**src/rtl/uart_tx.sv**
```systemverilog
// uart_tx: 8N1 UART transmitter with valid/ready byte input and x16 baud enable.
//   clk_tx        transmit clock
//   rst_clk_tx    asynchronous active-high reset
//   tx_data       byte to send, sampled on handshake
//   tx_data_valid tx_data holds a byte to send
//   tx_data_ready block accepts a byte this cycle (registered, high in IDLE)
//   txd_tx        serial output, idle/mark = 1 (registered)
//   tx_busy       a frame is in progress (registered)
module uart_tx #(
    parameter int BAUD_RATE  = 9_600,
    parameter int CLOCK_RATE = 40_000_000
) (
    input  logic       clk_tx,
    input  logic       rst_clk_tx,
    input  logic [7:0] tx_data,
    input  logic       tx_data_valid,
    output logic       tx_data_ready,
    output logic       txd_tx,
    output logic       tx_busy
);
    localparam int DIVIDER = (CLOCK_RATE + 8 * BAUD_RATE) / (16 * BAUD_RATE);
    localparam int CW      = (DIVIDER > 1) ? $clog2(DIVIDER) : 1;

    typedef enum logic [1:0] {IDLE, START, DATA, STOP} state_t;

    state_t          state_q, state_d;
    logic [CW-1:0]   baud_q, baud_d;
    logic [3:0]      sub_q, sub_d;
    logic [2:0]      idx_q, idx_d;
    logic [7:0]      shift_q, shift_d;
    logic            txd_q, txd_d;
    logic            ready_q, ready_d;
    logic            busy_q, busy_d;
    logic            baud_en;
    logic            bit_end;

    always_comb begin
        baud_en = baud_q == CW'(DIVIDER - 1);
        bit_end = baud_en && sub_q == 4'd15;
        baud_d  = baud_en ? '0 : baud_q + 1'b1;
        sub_d   = baud_en ? sub_q + 1'b1 : sub_q;
        state_d = state_q;
        idx_d   = idx_q;
        shift_d = shift_q;
        case (state_q)
            IDLE: if (tx_data_valid && ready_q) begin
                // Restart the baud and sub-bit counters so the start bit is a full bit long.
                state_d = START;
                shift_d = tx_data;
                baud_d  = '0;
                sub_d   = '0;
            end
            START: if (bit_end) begin
                state_d = DATA;
                idx_d   = '0;
            end
            DATA: if (bit_end) begin
                shift_d = shift_q >> 1;
                idx_d   = idx_q + 1'b1;
                state_d = (idx_q == 3'd7) ? STOP : DATA;
            end
            STOP: if (bit_end) state_d = IDLE;
            default: state_d = IDLE;
        endcase
        // Outputs are computed from the next state so they can be registered without lag.
        txd_d   = (state_d == START) ? 1'b0 : (state_d == DATA) ? shift_d[0] : 1'b1;
        ready_d = state_d == IDLE;
        busy_d  = state_d != IDLE;
    end

    always_ff @(posedge clk_tx or posedge rst_clk_tx) begin
        if (rst_clk_tx) begin
            state_q <= IDLE;
            baud_q  <= '0;
            sub_q   <= '0;
            idx_q   <= '0;
            shift_q <= '0;
            txd_q   <= 1'b1;
            ready_q <= 1'b1;
            busy_q  <= 1'b0;
        end else begin
            state_q <= state_d;
            baud_q  <= baud_d;
            sub_q   <= sub_d;
            idx_q   <= idx_d;
            shift_q <= shift_d;
            txd_q   <= txd_d;
            ready_q <= ready_d;
            busy_q  <= busy_d;
        end
    end

    assign tx_data_ready = ready_q;
    assign txd_tx        = txd_q;
    assign tx_busy       = busy_q;
endmodule

```
**config.mk**
```make
export PLATFORM = sky130hd
export DESIGN_NAME = uart_tx
export DESIGN_NICKNAME = d
export VERILOG_FILES = /design/src/rtl/uart_tx.sv
export SDC_FILE = /design/constraint.sdc
export NUM_CORES = 1
export LEC_CHECK = 0
export CAP_MARGIN = 40
export CORE_MARGIN = 10
export CORE_UTILIZATION = 30
export DETAILED_ROUTE_END_ITERATION = 12
export PLACE_DENSITY_LB_ADDON = 0.3
export SYNTH_ARGS = -nofsm -noshare
export SYNTH_HDL_FRONTEND = slang
export SYNTH_SLANG_ARGS = --single-unit
export TNS_END_PERCENT = 10
```
**constraint.sdc**
```tcl
create_clock -name clk_tx -period 2.1 [get_ports clk_tx]
set_input_delay 0.63 -clock clk_tx [delete_from_list [all_inputs] [get_ports clk_tx]]
set_output_delay 0.63 -clock clk_tx [all_outputs]
set_load 0.01 [all_outputs]
```
==> impl.org <==
** Routing
- Overall via count from detail_route :: between 1k and 1.5k
- The detailed router finished its first iteration with 50 violations.
- Sum of routed wire length over all layers :: 2871 um
- In the routed design, unresolved DRC markers number 0.
- The count of nets left with antenna violations once routing finished came out at 0.
- Average detailed-routed wire length per instance :: ~13 um
- The first detailed-routing pass ran for 4 iterations.
- Post-detailed-route via-to-cell ratio :: between 4 and 5

** Clock network
- Sink Count :: 29
- The clock tree synthesis step divided the H-tree into 2 levels.
- Number of buffers created by CTS :: 5
- TritonCTS built the clock tree.
- The clock reaches the later pin of the worst-skew pair after between 0.2 and 0.3 ns.
- In this run the deepest clock path goes through 2 buffers.
- Clock tree root buffer cell :: sky130_fd_sc_hd__clkbuf_8
- Clock-pin slew was measured on the worst setup and hold paths at approximately 0.06 ns.
- After clock tree synthesis, the setup repair step added 0 buffers.

** Final layout
- Footprint of the multi-input gates :: roughly 610 um^2
- Post-synthesis to final-layout area growth :: 27.23%
- Antenna cell count :: 0
- The layout has 445 filler cells.
- Storage cell area :: roughly 730 um^2
- Number of nets in the finished design :: 180
- In the final layout, the share of cells above drive strength 1 is between 10% and 20%.
- For this run, the share of the core covered by cells in the final layout is between 30% and 40%.

** Timing
- Setup repair after global routing left no endpoint under its margin.
- Of the available clock period, the critical path in the final layout requires between 90% and 100%.
- Fmax achieved :: around 0.5 GHz
- After layout, the worst setup slack is 0.08299 ns.
- Worst setup skew after layout :: ~0.008 ns
- Pins over their slew limit :: 0
- The tightest hold path in the finished design has a slack of about 0.48 ns.
- For the final routed database, the setup TNS stands at 0 ns.
- The number of hold violations in the final report was 0.
- Headroom to the max-slew limit :: about 56%
- Finish-stage setup viols :: 0
- Slew of the pin with the lowest slew margin :: 0.6566 ns
- Final min period :: approximately 2 ns

** Min path
- Hold/Removal Path Class :: reg2reg

** Global route
- Global routing used under 10% of the available tracks.
- Global-route wire length before repair :: around 5000 um
- Maximum number of pins on one net before global-route repair :: 30
- The total overflow left after global routing is 0.
- The number of global-route vias before repair was roughly 1.1k.
- The number of antenna violations at the first check in global routing came to 0.

** Logic synthesis
- Flip-flop and latch count after synthesis :: 29
- A synthesized cell averages approximately 10 um^2.
- Synthesis produced ~140 cells.
- Of the synthesized area, sequential elements account for between 50% and 60%.
- Cell Area, Synth :: roughly 1400 um^2
- After synthesis, the cell types taking the most area are sky130_fd_sc_hd__dfrtp_1, sky130_fd_sc_hd__nand2_1, sky130_fd_sc_hd__nor2_1.
- The synthesized design devotes to its leading area cell type 49.68% of total area.
- The number of different library cells used by synthesis comes to 30.
- Yosys Warn Count :: 0
- Largest area contributor in the synthesized netlist :: sky130_fd_sc_hd__dfrtp_1
- Counting every net in the synthesized netlist gives 152.

** Power and ir drop
- Power spread over the standard cell area amounts to 858.2 nW/um^2.
- Highest ir drop seen on vdd :: roughly 0.62 mV
- The design draws around 1.5 mW.
- Summed over all cells, the static leakage comes to 0.8030 nW.

** Critical path
- At the worst endpoint, the required time is roughly 2.3 ns.
- Critical path cell sequence :: or4_4, or4_4, a221o_1, nor2_2, o21ai_1
- Delay contributed by the slowest stage of the critical path :: about 0.53 ns
- Of all nets on the critical path, the largest fanout is 2.
- Worst Path Class, Setup :: reg2reg
- STA puts the critical path data arrival time at roughly 2.2 ns.
- Gate family responsible for the most delay along the worst path :: simple AND/OR/NAND/NOR gates
- The worst setup path is launched from a register.
- STA classifies the critical path endpoint as a register.
- Crit path buffers/inverters :: 0
- The most numerous cell type found on the critical path is sky130_fd_sc_hd__or4_4.
- The largest individual stage delay along the critical path comes from the cell sky130_fd_sc_hd__or4_4.

** Floorplanning
- Measured along the y axis, the die boundary spans a little under 90 um.
- Die width :: 87.33 um
- IO Pins :: 14
- The region available for standard cell placement spans between 4000 and 5000 um^2.
- Once the floorplan was initialized, standard cells occupied 31.02% of the core.
- The floorplan step defined a die boundary enclosing approximately 7600 um^2.
- The floorplan has 24 rows.

** Placement
- At the end of routability-driven placement, the weighted congestion stood at around 0.79.
- Before CTS, the worst setup slack after placement is -0.04483 ns.
- IO buf count :: 13
- Once detailed placement completed, the half-perimeter wirelength came to between 2000 and 2500 um.

** Outcome
- The run finished with clean final reports.

** Flow run
- The tool flagged a number of max-cap violations equal to 0.
worst min-delay path: cells and delay by family, from the launching register on:
| kind | cells | cell delay [ns] |
|---|---|---|
| AND/OR/NAND/NOR | 2 | 0.10 |
| flip-flops | 1 | 0.35 |
metal layers:
metal / global-route usage (%) / up-vias / part of all wire, %
met5: 0 / - / 0
met4: 3.043 / 0 / 1.3
li1: - / 519 / -
met2: 14.02 / 13 / 48
met3: 3.933 / 6 / 5.4
met1: 8.836 / 496 / 45
final cells by class:
| class | count | share of cell area (%) |
|---|---|---|
| Clock buffer | 7 | 4.411 |
| Sequential cell | 29 | 42.08 |
| Timing Repair Buffer | 26 | 13.16 |
| Inverter | 4 | 0.8677 |
| Tap cell | 52 | 3.760 |
| Multi-Input combinational cell | 99 | 35.43 |
| Clock inverter | 1 | 0.2892 |
power by group:
part | total [mW] | switching (mW) | internal [mW] | leakage, nW
Combinational | 0.315 | 0.149 | 0.166 | 0.405
Clock | 0.439 | 0.207 | 0.232 | 0.0422
Sequential | 0.732 | 0.0722 | 0.660 | 0.356
Total | 1.49 | 0.428 | 1.06 | 0.803
per-stage QoR:
stage | instances | cell area [um^2]
6_report | 218 | 1730
5_1_grt | 218 | 1730
4_1_cts | 218 | 1720
3_5_place_dp | 210 | 1639
3_3_place_gp | 210 | 1639
2_1_floorplan | 137 | 1360
kinds of logic after synthesis:
logic type / synth area share, %
xor+xnor: 7.084
fa+ha+maj: 3.680
buf+inv: 2.575
mux: 0.7360
compound gates: 10.30
simple gates: 22.08
flops: 53.54
sequential cells by signal (all words and copies together), names as in the netlist:
register	cells
sub_q	4
tx_busy	1
idx_q	3
shift_q	8
txd_tx	1
baud_q	9
state_q	2
tx_data_ready	1
synth_stat cells:
master,instances
sky130_fd_sc_hd__a21o_1,1
sky130_fd_sc_hd__inv_1,4
sky130_fd_sc_hd__xor2_1,5
sky130_fd_sc_hd__buf_2,1
sky130_fd_sc_hd__o21ai_0,3
sky130_fd_sc_hd__a22o_1,3
sky130_fd_sc_hd__ha_1,4
sky130_fd_sc_hd__nor3_1,1
sky130_fd_sc_hd__nor2_1,20
sky130_fd_sc_hd__dfstp_2,2
sky130_fd_sc_hd__nor2b_1,1
sky130_fd_sc_hd__nand4bb_1,1
sky130_fd_sc_hd__nor4_4,1
sky130_fd_sc_hd__and3_1,3
sky130_fd_sc_hd__nand2_1,25
sky130_fd_sc_hd__o21a_1,1
sky130_fd_sc_hd__nand3_1,5
sky130_fd_sc_hd__xnor2_1,6
sky130_fd_sc_hd__a221o_1,1
sky130_fd_sc_hd__nor4bb_1,1
sky130_fd_sc_hd__mux2i_1,1
sky130_fd_sc_hd__and2_0,1
sky130_fd_sc_hd__clkbuf_1,4
sky130_fd_sc_hd__nand2b_1,1
sky130_fd_sc_hd__a22oi_1,6
sky130_fd_sc_hd__nand4_1,1
sky130_fd_sc_hd__or4_1,2
sky130_fd_sc_hd__dfrtp_1,27
sky130_fd_sc_hd__a211o_1,1
sky130_fd_sc_hd__o21ai_1,4
placed cells by master, fill, tap and decap left out, drive strengths merged, types with 5 or more instances in the layout:
cell type      instances
dfrtp                 27
nand2                 25
nor2                  20
clkdlybuf4s50         13
buf                   13
clkbuf                 7
o21ai                  7
xnor2                  6
a22oi                  6
nand3                  5
xor2                   5
what timing repair did:
item,4_1_cts,5_1_grt
gates resized for setup,0,3
hold buffers,0,0
setup endpoints to repair,0,1
final timing paths:
path	start	endpoint	slack [ns]	cells past startpoint
min	shift_q[4]$_DFFE_PP0P_	shift_q[4]$_DFFE_PP0P_	0.48	2
max reg2reg	baud_q[2]$_DFF_PP0_	txd_tx$_DFF_PP1_	0.08	5
max in group asynchronous	rst_clk_tx	txd_tx$_DFF_PP1_	1.06	3
min reg2reg	shift_q[4]$_DFFE_PP0P_	shift_q[4]$_DFFE_PP0P_	0.48	2
max	baud_q[2]$_DFF_PP0_	txd_tx$_DFF_PP1_	0.08	5
min in group asynchronous	rst_clk_tx	state_q[1]$_DFF_PP0_	0.73	3
Power figures use the tool's default switching activity.
